**src/rtl/fibo_if.sv**
```systemverilog
// Bundle between the Fibonacci controller and the surrounding system / datapath.
// Handshake: start is a single-cycle request that is accepted only while the
// controller is idle (busy=0, done=0); done pulses for one cycle when F(n) is in
// R[res_addr]. There is no separate ready, so a start outside IDLE is dropped.
interface fibo_if #(
  parameter int SIZE = 4
) ();
  logic              start;
  logic [SIZE-1:0]   n;
  logic              zero_flag;
  logic              wrt_en;
  logic              load_data;
  logic [SIZE-3:0]   wrt_addr;
  logic [SIZE-3:0]   rd_addr1;
  logic [SIZE-3:0]   rd_addr2;
  logic [SIZE-2:0]   alu_opcode;
  logic [SIZE-1:0]   count;
  logic              busy;
  logic              done;
  logic [SIZE-3:0]   res_addr;
  logic              wrap_zero;

  // Controller side
  modport slave (
    input  start, n, zero_flag,
    output wrt_en, load_data, wrt_addr, rd_addr1, rd_addr2, alu_opcode,
           count, busy, done, res_addr, wrap_zero
  );

  // Requesting side
  modport master (
    output start, n, zero_flag,
    input  wrt_en, load_data, wrt_addr, rd_addr1, rd_addr2, alu_opcode,
           count, busy, done, res_addr, wrap_zero
  );
endinterface

```
**src/rtl/fibo_controller.sv**
```systemverilog
// Moore control FSM that sequences the Fibonacci datapath to compute F(n) mod 2^SIZE.
// The 4-entry register file is a rotating window: F(k) lives at address k mod 4.
// Every output is registered; each state's output values are loaded on the edge
// that enters it. o_dbg_state exposes the current state encoding.
module fibo_controller #(
  parameter int               SIZE    = 4,
  parameter logic [SIZE-2:0]  OP_LOAD = 3'b001,
  parameter logic [SIZE-2:0]  OP_ADD  = 3'b110
) (
  input  logic        clk,
  input  logic        rst,
  fibo_if.slave       bus,
  output logic [2:0]  o_dbg_state
);

  localparam int AW = SIZE - 2;

  typedef enum logic [2:0] {
    S_IDLE  = 3'd0,
    S_INIT0 = 3'd1,
    S_INIT1 = 3'd2,
    S_RD    = 3'd3,
    S_WB    = 3'd4,
    S_DONE  = 3'd5
  } state_t;

  state_t          r_state;
  logic [SIZE-1:0] r_n;     // latched index
  logic [AW-1:0]   r_p;     // address of the term being produced
  logic [SIZE-1:0] r_iter;  // ADD steps remaining, including the current one

  logic [AW-1:0]   w_p_next;
  logic [AW-1:0]   w_p_prev;

  assign w_p_next    = r_p + 1'b1;
  assign w_p_prev    = r_p - 1'b1;
  assign o_dbg_state = r_state;

  // Single state machine: next state plus the registered outputs of that state
  always_ff @(posedge clk) begin
    if (rst) begin
      r_state        <= S_IDLE;
      r_n            <= '0;
      r_p            <= '0;
      r_iter         <= '0;
      bus.wrt_en     <= 1'b0;
      bus.load_data  <= 1'b0;
      bus.wrt_addr   <= '0;
      bus.rd_addr1   <= '0;
      bus.rd_addr2   <= '0;
      bus.alu_opcode <= '0;
      bus.count      <= '0;
      bus.busy       <= 1'b0;
      bus.done       <= 1'b0;
      bus.res_addr   <= '0;
      bus.wrap_zero  <= 1'b0;
    end else begin
      bus.done <= 1'b0;
      case (r_state)
        S_IDLE: begin
          if (bus.start) begin
            r_state        <= S_INIT0;
            r_n            <= bus.n;
            bus.wrap_zero  <= 1'b0;
            bus.res_addr   <= '0;
            bus.busy       <= 1'b1;
            bus.wrt_en     <= 1'b1;
            bus.load_data  <= 1'b1;
            bus.wrt_addr   <= '0;
            bus.rd_addr1   <= '0;
            bus.rd_addr2   <= '0;
            bus.alu_opcode <= OP_LOAD;
            bus.count      <= '0;
          end
        end
        S_INIT0: begin
          r_state      <= S_INIT1;
          bus.wrt_addr <= AW'(1);
          bus.count    <= SIZE'(1);
        end
        S_INIT1: begin
          if (r_n < SIZE'(2)) begin
            r_state        <= S_DONE;
            bus.done       <= 1'b1;
            bus.busy       <= 1'b0;
            bus.wrt_en     <= 1'b0;
            bus.load_data  <= 1'b0;
            bus.wrt_addr   <= '0;
            bus.alu_opcode <= '0;
            bus.count      <= '0;
            bus.res_addr   <= r_n[AW-1:0];
          end else begin
            r_state        <= S_RD;
            r_p            <= AW'(2);
            r_iter         <= r_n - 1'b1;
            bus.wrt_en     <= 1'b0;
            bus.load_data  <= 1'b0;
            bus.alu_opcode <= OP_ADD;
            bus.wrt_addr   <= AW'(2);
            bus.rd_addr1   <= AW'(1);
            bus.rd_addr2   <= AW'(0);
            bus.count      <= '0;
          end
        end
        S_RD: begin
          r_state    <= S_WB;
          bus.wrt_en <= 1'b1;
        end
        S_WB: begin
          if (bus.zero_flag) begin
            bus.wrap_zero <= 1'b1;
          end
          r_iter <= r_iter - 1'b1;
          r_p    <= w_p_next;
          if (r_iter != SIZE'(1)) begin
            r_state      <= S_RD;
            bus.wrt_en   <= 1'b0;
            bus.wrt_addr <= w_p_next;
            bus.rd_addr1 <= r_p;
            bus.rd_addr2 <= w_p_prev;
          end else begin
            r_state        <= S_DONE;
            bus.done       <= 1'b1;
            bus.busy       <= 1'b0;
            bus.wrt_en     <= 1'b0;
            bus.load_data  <= 1'b0;
            bus.wrt_addr   <= '0;
            bus.rd_addr1   <= '0;
            bus.rd_addr2   <= '0;
            bus.alu_opcode <= '0;
            bus.count      <= '0;
            bus.res_addr   <= r_n[AW-1:0];
          end
        end
        S_DONE: begin
          r_state <= S_IDLE;
        end
        default: begin
          r_state <= S_IDLE;
        end
      endcase
    end
  end

endmodule

```
**src/flat_wrapper.sv**
```systemverilog
// flat-port wrapper written by rule: the top's interface ports become plain ports
module fibo_controller_flat 
#(
  parameter int               SIZE    = 4,
  parameter logic [SIZE-2:0]  OP_LOAD = 3'b001,
  parameter logic [SIZE-2:0]  OP_ADD  = 3'b110
)
  (clk, rst, o_dbg_state, bus_start, bus_n, bus_zero_flag, bus_wrt_en, bus_load_data, bus_wrt_addr, bus_rd_addr1, bus_rd_addr2, bus_alu_opcode, bus_count, bus_busy, bus_done, bus_res_addr, bus_wrap_zero);
  fibo_if #(.SIZE(SIZE)) bus_i ();
  input  logic clk;
  input  logic rst;
  output logic [2:0] o_dbg_state;
  input wire logic [$bits(bus_i.start)-1:0] bus_start;
  input wire logic [$bits(bus_i.n)-1:0] bus_n;
  input wire logic [$bits(bus_i.zero_flag)-1:0] bus_zero_flag;
  output wire logic [$bits(bus_i.wrt_en)-1:0] bus_wrt_en;
  output wire logic [$bits(bus_i.load_data)-1:0] bus_load_data;
  output wire logic [$bits(bus_i.wrt_addr)-1:0] bus_wrt_addr;
  output wire logic [$bits(bus_i.rd_addr1)-1:0] bus_rd_addr1;
  output wire logic [$bits(bus_i.rd_addr2)-1:0] bus_rd_addr2;
  output wire logic [$bits(bus_i.alu_opcode)-1:0] bus_alu_opcode;
  output wire logic [$bits(bus_i.count)-1:0] bus_count;
  output wire logic [$bits(bus_i.busy)-1:0] bus_busy;
  output wire logic [$bits(bus_i.done)-1:0] bus_done;
  output wire logic [$bits(bus_i.res_addr)-1:0] bus_res_addr;
  output wire logic [$bits(bus_i.wrap_zero)-1:0] bus_wrap_zero;
  assign bus_i.start = bus_start;
  assign bus_i.n = bus_n;
  assign bus_i.zero_flag = bus_zero_flag;
  assign bus_wrt_en = bus_i.wrt_en;
  assign bus_load_data = bus_i.load_data;
  assign bus_wrt_addr = bus_i.wrt_addr;
  assign bus_rd_addr1 = bus_i.rd_addr1;
  assign bus_rd_addr2 = bus_i.rd_addr2;
  assign bus_alu_opcode = bus_i.alu_opcode;
  assign bus_count = bus_i.count;
  assign bus_busy = bus_i.busy;
  assign bus_done = bus_i.done;
  assign bus_res_addr = bus_i.res_addr;
  assign bus_wrap_zero = bus_i.wrap_zero;
  fibo_controller #(.SIZE(SIZE), .OP_LOAD(OP_LOAD), .OP_ADD(OP_ADD)) u_core (.clk(clk), .rst(rst), .bus(bus_i), .o_dbg_state(o_dbg_state));
endmodule
```
**config.mk**
```make
export PLATFORM = sky130hd
export DESIGN_NAME = fibo_controller_flat
export DESIGN_NICKNAME = d
export VERILOG_FILES = /design/src/rtl/fibo_if.sv /design/src/rtl/fibo_controller.sv /design/src/flat_wrapper.sv
export SDC_FILE = /design/constraint.sdc
export NUM_CORES = 1
export LEC_CHECK = 0
export ABC_AREA = 1
export CORE_MARGIN = 2
export CORE_UTILIZATION = 45
export CTS_CLUSTER_SIZE = 28
export DETAILED_ROUTE_END_ITERATION = 12
export PLACE_DENSITY = 0.79
export SLEW_MARGIN = 0
export SYNTH_ARGS = -nofsm -noshare
export SYNTH_HDL_FRONTEND = slang
export SYNTH_SLANG_ARGS = --single-unit
```
**constraint.sdc**
```tcl
create_clock -name clk -period 2.8 [get_ports clk]
set_clock_uncertainty 0.1 [all_clocks]
set_input_delay 0.42 -clock clk [delete_from_list [all_inputs] [get_ports clk]]
set_output_delay 0.42 -clock clk [all_outputs]
set_load 0.005 [all_outputs]
```
==> impl_metrics.csv, run 1 <==
group,metric,value,unit
worst_setup_path,crit_type,"register to primary output",
worst_setup_path,worstPathCellList,"clkdlybuf4s50_1",
grt,antenna_found_initial,0,
final_layout,final_cells,244,
final_layout,syn_to_final_growth,21.9,%
clock_network,postCtsSetupRepairBufs,0,
sta,hold_ws,0.355,ns
floorplan,die_x,59.7,um
logic_synthesis,async_flop_share,0,
grt,grt_pass1_vias,1008,
detailed_routing,drc,0,
logic_synthesis,synth_flop_cell,"dfxtp_1",
status,status,"finished clean",
placed_design,port_buffers,27,
clock_network,htree_levels,1,
clock_network,cts_tree,"built",
logic_synthesis,synthCells,185,
clock_network,cts_resized,0,
logic_synthesis,ys_seq_elements,28,
final_layout,drive_gt1_frac,0.137,
power,power.leakage,0.751,nW
hold_path,hold_class,"register to register",
worst_setup_path,path_buf_inv,1,
logic_synthesis,synth.area.top_cells,"dfxtp_1, nand2_1, a21oi_1",
power,ir_drop,0.000196,V
worst_setup_path,cp.required,2.28,ns
worst_setup_path,cp_max_fo,8,
logic_synthesis,synthDistinctLibCells,29,
flow_run,maxCapViolCount,0,
detailed_routing,routed-via-count,1235,
worst_setup_path,cp_top_family,"buffers and inverters",
clock_network,cts_buffers,3,
logic_synthesis,syn_avg_cell_area,7.55,um^2
clock_network,clock_sinks,28,
floorplan,fp.dieH,59.7,um
worst_setup_path,critPathSlowestCell,"clkdlybuf4s50_1",
logic_synthesis,synth_top_area_frac,0.401,
grt,overflow,0,
sta,period_minus_slack,1.95,ns
detailed_routing,via_per_inst,5.06,
clock_network,cts_max_path_buffers,2,
clock_network,clk_root_buffer_cell,"clkbuf_4",
placed_design,dp_cells,240,
worst_setup_path,cp_slowest_stage_delay,0.57,ns
sta,rsz0062_at_grt,"false",
floorplan,core-area,3000,um^2
floorplan,num_io_pins,31,
clock_network,clk_pin_slew,0.15,ns
logic_synthesis,ys_seq_area_frac,0.401,
sta,setup_viol,0,
sta,clock.fmax,512,MHz
floorplan,dieArea,3560,um^2
grt,grt.total_usage,0.163,
detailed_routing,dr.pass1.iters,4,
worst_setup_path,end_kind,"primary output",
detailed_routing,wire_per_inst,10.8,um
power,powerDensity,564,nW/um^2
sta,fin_ws,0.846,ns
detailed_routing,drt_iter0_drc,53,
placed_design,hpwl,1960,um
worst_setup_path,setup.worst_path.start_class,"register",
sta,fin_setup_tns,0,ns
grt,grt_max_degree,16,
floorplan,placementRows,20,
sta,period_share,0.698,
logic_synthesis,syn_area,1400,um^2
sta,finalHoldViolCount,0,
clock_network,cts_hold_buf,0,
final_layout,nets,223,
clock_network,clock_latency,0.32,ns
worst_setup_path,arrival,1.43,ns
grt,grt_pass1_wl,4440,um
detailed_routing,postRouteAntennaNets,0,
placed_design,gp_congestion,0.816,
final_layout,diodes,0,
logic_synthesis,synth_edf_count,0,
detailed_routing,routed_wl,2630,um
sta,maxSlewViolCount,0,
logic_synthesis,yosysWarnings,0,
placed_design,dp_slack,0.949,ns
logic_synthesis,synth_top_area_cell,"dfxtp_1",
floorplan,initial_core_util,0.465,
-- flip-flops by register name (all words and copies together), names as in the netlist --
name                   cells
u_core.bus.res_addr        2
u_core.bus.count           1
u_core.r_n                 4
u_core.bus.alu_opcode      2
u_core.bus.busy            1
u_core.o_dbg_state         3
u_core.bus.done            1
u_core.r_iter              4
u_core.bus.rd_addr1        2
u_core.r_p                 2
u_core.bus.wrt_en          1
u_core.bus.rd_addr2        2
u_core.bus.wrt_addr        2
u_core.bus.wrap_zero       1
-- layer usage --
metal  vias up  global-route usage  share of wire
met5         -                   0              0
met4         0              0.0476              0
met1       562               0.229           0.47
met2        35               0.258           0.48
met3         0              0.0260          0.055
li1        638                   -              -
-- through the flow --
step	total power, mW	util	instance area, um^2
4_1_cts	0.972	0.567	1700
6_report	0.960	0.567	1700
3_5_place_dp	0.775	0.555	1670
3_3_place_gp	0.770	0.555	1670
2_1_floorplan	0.679	-	1400
5_1_grt	1.04	0.567	1700
-- logic make-up (layout without fill, tap and decap cells) --
family | Yosys count | after routing | share of synthesized area
AND/OR/NAND/NOR | 73 | 73 | 0.265
AO/OA/AOI/OAI | 43 | 43 | 0.174
buffers and inverters | 34 | 58 | 0.111
flip-flops | 28 | 28 | 0.401
adder cells (fa/ha/maj) | 3 | 3 | 0.0269
XOR/XNOR | 3 | 3 | 0.0188
other | 1 | 3 | 0.00269
-- cell usage after synthesis, types with 2 or more instances --
cell / n
a21oi_1: 19
xor2_1: 2
nand3_1: 10
inv_2: 4
buf_4: 5
a21oi_2: 2
nor2_1: 14
o21ai_2: 3
nand2_1: 33
nor2_4: 3
nor2_2: 3
nand2_2: 3
dfxtp_1: 28
inv_1: 22
nand2_4: 5
o21ai_0: 14
ha_1: 3
-- path summary, 6_finish.rpt --
| kind | start | to | slack, ns | cells past startpoint |
|---|---|---|---|---|
| setup / recovery | u_core.o_dbg_state[1]$_SDFFE_PP0N_ | o_dbg_state[1] | 0.85 | 1 |
| hold / removal | u_core.bus.wrt_en$_SDFFE_PP0P_ | u_core.bus.wrt_en$_SDFFE_PP0P_ | 0.36 | 2 |
| setup reg to reg | u_core.o_dbg_state[1]$_SDFFE_PP0N_ | u_core.bus.rd_addr1[0]$_SDFFE_PP0P_ | 1.23 | 5 |
| hold reg to reg | u_core.bus.wrt_en$_SDFFE_PP0P_ | u_core.bus.wrt_en$_SDFFE_PP0P_ | 0.36 | 2 |
-- where the power goes --
part           internal [mW]  switching, mW  leakage [nW]
clock network         0.0795          0.115        0.0210
registers              0.441         0.0352         0.229
logic                  0.133          0.156         0.501
total                  0.653          0.307         0.751
-- worst reg2reg max path, stage by stage (launching register included) --
cell and delay [ns]:
dfxtp_1 0.55, nand3_1 0.18, nor2_1 0.30, inv_1 0.13, a21oi_1 0.17, nor2_1 0.06
-- final cells by class --
| type | count | area, um^2 |
|---|---|---|
| clock buffers | 4 | 36.3 |
| repair buffers | 28 | 278 |
| inverters | 26 | 97.6 |
| flip-flops and latches | 28 | 561 |
| fillers | 297 | 1300 |
| multi-input cells | 125 | 688 |
| well taps | 33 | 41.3 |
-- placed cells by master, fill, tap and decap left out, drive strengths merged --
cell type and count:
o211ai 1, dfxtp 28, nand2 41, o21bai 1
xor2 2, ha 3, nor2 20, nand3 11
o21ai 18, inv 26, o21a 1, clkbuf 4
nand4 1, conb 3, a21oi 21, clkdlybuf4s50 27
xnor2 1, a31oi 1, buf 1
No activity file was read; power rests on OpenSTA's default activity.
==> run 2, diff against run 1 <==
clock period = 2 ns   (was 2.8 ns; I/O delays follow)
==> run 2 against run 1 <==
Final cell count did not move. Sequential cell count did not move. Worst setup slack got worse by 0.69 ns. Critical path type unchanged. Sequential power increased by 41%. Non-clock buffer count unchanged. Global-route usage grew 1.8 points. Core utilization unchanged. Via count down 0.73%. Largest cell class unchanged. Final area unchanged.
==> impl_metrics.csv, run 2 (synthesized netlist as in run 1, its figures left out) <==
group,metric,value,unit
detailed_routing,drc,0,
worst_setup_path,rr_worst_depth,5,
grt,grt_pass1_vias,1221,
final_layout,nets,223,
floorplan,core-area,3000,um^2
worst_setup_path,cp.required,1.60,ns
clock_network,clock_sinks,28,
sta,setup_viol,0,
sta,period_share,0.922,
floorplan,placementRows,20,
power,power.leakage,0.751,nW
power,power_frac_seq,0.493,
detailed_routing,postRouteAntennaNets,0,
detailed_routing,routed-via-count,1226,
worst_setup_path,critPathSlowestCell,"clkdlybuf4s50_1",
placed_design,gp_congestion,0.842,
clock_network,postCtsSetupRepairBufs,0,
sta,maxSlewViolCount,0,
sta,hold_ws,0.363,ns
sta,fin_setup_tns,0,ns
floorplan,num_io_pins,31,
power,p_clk_frac,0.205,
clock_network,htree_levels,1,
hold_path,min_path_cells,2,
worst_setup_path,cp_top_family,"buffers and inverters",
hold_path,min_to,"u_core.bus.wrt_en$_SDFFE_PP0P_",
worst_setup_path,worstPathCellList,"clkdlybuf4s50_1",
floorplan,fp.dieH,59.7,um
detailed_routing,wire_per_inst,12.0,um
grt,grt_pass1_wl,5020,um
detailed_routing,via_per_inst,5.02,
worst_setup_path,setup.worst_path.start_class,"register",
worst_setup_path,cp_max_fo,8,
placed_design,dp_slack,0.359,ns
grt,antenna_found_initial,0,
clock_network,clock_latency,0.34,ns
worst_setup_path,end_kind,"primary output",
worst_setup_path,arrival,1.44,ns
worst_setup_path,crit_type,"register to primary output",
flow_run,maxCapViolCount,0,
sta,finalHoldViolCount,0,
clock_network,cts_buffers,3,
clock_network,cts_hold_buf,0,
grt,grt.total_usage,0.181,
grt,overflow,0,
placed_design,hpwl,2210,um
sta,period_minus_slack,1.84,ns
clock_network,cts_tree,"built",
status,status,"finished clean",
final_layout,final_cell_mix,"nand2_1, dfxtp_1, clkdlybuf4s50_1, inv_1, a21oi_1",
final_layout,syn_to_final_growth,21.9,%
worst_setup_path,regToRegStartpoint,"u_core.o_dbg_state[1]$_SDFFE_PP0N_",
clock_network,clk_root_buffer_cell,"clkbuf_4",
sta,fin_ws,0.156,ns
worst_setup_path,path_buf_inv,1,
clock_network,clk_pin_slew,0.16,ns
worst_setup_path,cp_slowest_stage_delay,0.57,ns
floorplan,dieArea,3560,um^2
hold_path,hold_class,"register to register",
hold_path,holdCritStartpoint,"u_core.bus.wrt_en$_SDFFE_PP0P_",
placed_design,port_buffers,27,
final_layout,diodes,0,
worst_setup_path,r2r_end,"u_core.bus.rd_addr1[0]$_SDFFE_PP0P_",
clock_network,cts_max_path_buffers,2,
power,powerDensity,797,nW/um^2
final_layout,final_common_cell,"nand2_1",
sta,clock.fmax,542,MHz
power,p_comb_frac,0.302,
detailed_routing,routed_wl,2930,um
detailed_routing,dr.pass1.iters,4,
power,p_sw_frac,0.326,
power,p_int,0.915,mW
sta,rsz0062_at_grt,"false",
floorplan,die_x,59.7,um
power,ir_drop,0.000480,V
detailed_routing,drt_iter0_drc,40,
worst_setup_path,r2r_slack,0.43,ns
clock_network,cts_resized,0,
power,p_sw,0.442,mW
grt,grt_max_degree,16,
final_layout,drive_gt1_frac,0.137,
floorplan,initial_core_util,0.465,
[run 2: cell type report]
cell class	count	area (um^2)
fill	295	1300
inverter	26	97.6
multi-input combinational	125	688
tap	33	41.3
clock buffer	4	36.3
timing repair buffer	28	278
sequential	28	561
[run 2: power by group through the flow]
| stage | clock network [mW] | registers (mW) | logic [mW] |
|---|---|---|---|
| 2_1_floorplan | 0 | 0.675 | 0.276 |
| 3_3_place_gp | 0 | 0.678 | 0.401 |
| 3_5_place_dp | 0 | 0.681 | 0.410 |
| 4_1_cts | 0.284 | 0.669 | 0.411 |
| 5_1_grt | 0.308 | 0.678 | 0.466 |
| 6_report | 0.279 | 0.669 | 0.409 |
[run 2: metrics by stage]
step           total power [mW]   util  std cells  area [um^2]
6_report                   1.36  0.567        244         1700
2_1_floorplan             0.950      -        187         1400
5_1_grt                    1.45  0.567        244         1700
3_3_place_gp               1.08  0.555        240         1670
3_5_place_dp               1.09  0.555        240         1670
4_1_cts                    1.36  0.567        244         1700
[run 2: worst max path at each step]
stage	start	end	slack, ns	depth (start not counted)
floorplan	u_core.r_iter[1]$_SDFFE_PP0P_	u_core.bus.res_addr[0]$_SDFFE_PP0P_	0.68	9
global placement	bus_start	u_core.r_n[2]$_SDFFE_PP0P_	0.38	4
detailed placement	bus_start	u_core.r_n[1]$_SDFFE_PP0P_	0.36	4
CTS	u_core.o_dbg_state[1]$_SDFFE_PP0N_	o_dbg_state[1]	0.15	1
global route	u_core.o_dbg_state[1]$_SDFFE_PP0N_	o_dbg_state[1]	0.08	1
finish	u_core.o_dbg_state[1]$_SDFFE_PP0N_	o_dbg_state[1]	0.16	1
[run 2: layer usage]
layer	track usage	wire length [um]	vias up
li1	-	-	635
met2	0.323	1430	29
met5	0	0	-
met3	0.0455	127	2
met1	0.217	1370	560
met4	0.0381	11	0
==> run 3, diff against run 2 <==
PLACE_DENSITY = 0.72   (was 0.79)
==> run 3 against run 2 <==
Non-clock buffer count is the same. Clock-buffer cell count shrank 1. Final area grew 0.96%. Die area is the same. Sequential share of layout area shrank 0.31 points. Global-route usage grew 0.42 points. Sequential power is essentially flat. Fmax is essentially flat. Critical path type unchanged. Largest cell class unchanged.
==> impl_metrics.csv, run 3 (synthesized netlist as in run 1, its figures left out) <==
group,metric,value,unit
sta,period_minus_slack,1.84,ns
worst_setup_path,cp_max_fo,8,
detailed_routing,routed-via-count,1244,
floorplan,num_io_pins,31,
final_layout,final_util,0.572,
final_layout,syn_to_final_growth,23.0,%
worst_setup_path,cp.required,1.60,ns
worst_setup_path,path_buf_inv,1,
final_layout,final_common_cell,"nand2_1",
floorplan,core-area,3000,um^2
final_layout,final_cell_mix,"nand2_1, dfxtp_1, clkdlybuf4s50_1, inv_1, a21oi_1",
sta,hold_ws,0.360,ns
worst_setup_path,end_kind,"primary output",
final_layout,diodes,0,
worst_setup_path,arrival,1.44,ns
detailed_routing,wire_per_inst,11.9,um
final_layout,drive_gt1_frac,0.137,
power,power.leakage,0.758,nW
sta,clock.fmax,542,MHz
placed_design,hpwl,2190,um
status,status,"finished clean",
sta,fin_ws,0.155,ns
worst_setup_path,setup.worst_path.start_class,"register",
final_layout,nets,223,
sta,rsz0062_at_grt,"false",
sta,finalHoldViolCount,0,
grt,grt_pass1_wl,5040,um
sta,fin_setup_tns,0,ns
detailed_routing,postRouteAntennaNets,0,
worst_setup_path,crit_type,"register to primary output",
power,powerDensity,848,nW/um^2
detailed_routing,via_per_inst,5.10,
clock_network,clk_root_buffer_cell,"clkbuf_4",
clock_network,clock_sinks,28,
floorplan,dieArea,3560,um^2
grt,antenna_found_initial,0,
placed_design,dp_slack,0.346,ns
grt,grt.total_usage,0.185,
floorplan,fp.dieH,59.7,um
clock_network,clock_latency,0.34,ns
final_layout,fillers,290,
clock_network,clk_pin_slew,0.15,ns
clock_network,htree_levels,1,
placed_design,gp_congestion,0.797,
clock_network,cts_hold_buf,0,
sta,setup_viol,0,
clock_network,cts_resized,0,
final_layout,final_area,1720,um^2
grt,grt_pass1_vias,1150,
placed_design,dpl_cell_area,1670,um^2
grt,grt_max_degree,17,
grt,overflow,0,
floorplan,die_x,59.7,um
sta,period_share,0.922,
detailed_routing,drt_iter0_drc,37,
flow_run,maxCapViolCount,0,
clock_network,postCtsSetupRepairBufs,0,
floorplan,placementRows,20,
worst_setup_path,cp_top_family,"buffers and inverters",
worst_setup_path,worstPathCellList,"clkdlybuf4s50_1",
hold_path,hold_class,"register to register",
clock_network,cts_max_path_buffers,2,
floorplan,initial_core_util,0.465,
detailed_routing,drc,0,
detailed_routing,dr.pass1.iters,4,
worst_setup_path,critPathSlowestCell,"clkdlybuf4s50_1",
clock_network,cts_buffers,3,
sta,maxSlewViolCount,0,
clock_network,cts_tree,"built",
placed_design,port_buffers,27,
power,ir_drop,0.000375,V
worst_setup_path,cp_slowest_stage_delay,0.56,ns
detailed_routing,routed_wl,2900,um
## run 3: changes by cell type in the layout (fill, tap and decap cells not counted)
cell / change
bufinv_16: +1
clkbuf_8: -1
## run 3: final cells by class
cell class | instances | area [um^2] | share of cell area
Multi-Input combinational cell | 125 | 688 | 0.401
Sequential cell | 28 | 561 | 0.326
Timing Repair Buffer | 28 | 278 | 0.162
Inverter | 26 | 97.6 | 0.0568
Tap cell | 33 | 41.3 | 0.0240
Clock inverter | 1 | 30.0 | 0.0175
Clock buffer | 3 | 22.5 | 0.0131
## run 3: power by group
group | total, mW | internal [mW] | switching, mW
Clock | 0.379 | 0.203 | 0.176
Combinational | 0.410 | 0.187 | 0.223
Sequential | 0.668 | 0.617 | 0.0508
Total | 1.46 | 1.01 | 0.450
## run 3: final timing paths
kind	start	to	slack, ns	cells after the start
max	u_core.o_dbg_state[1]$_SDFFE_PP0N_	o_dbg_state[1]	0.16	1
min	u_core.bus.wrt_en$_SDFFE_PP0P_	u_core.bus.wrt_en$_SDFFE_PP0P_	0.36	2
max reg2reg	u_core.o_dbg_state[1]$_SDFFE_PP0N_	u_core.bus.rd_addr1[0]$_SDFFE_PP0P_	0.51	5
min reg2reg	u_core.bus.wrt_en$_SDFFE_PP0P_	u_core.bus.wrt_en$_SDFFE_PP0P_	0.36	2
## run 3: metrics by stage
step | power [mW] | cells
2_1_floorplan | 0.950 | 187
3_3_place_gp | 1.08 | 240
3_5_place_dp | 1.09 | 240
4_1_cts | 1.47 | 244
5_1_grt | 1.56 | 244
6_report | 1.46 | 244
## run 3: routing by layer
metal | global-route usage | share of wire
met2 | 0.317 | 0.48
met5 | 0 | 0
met4 | 0.0762 | 0.019
met3 | 0.0216 | 0.040
met1 | 0.234 | 0.47
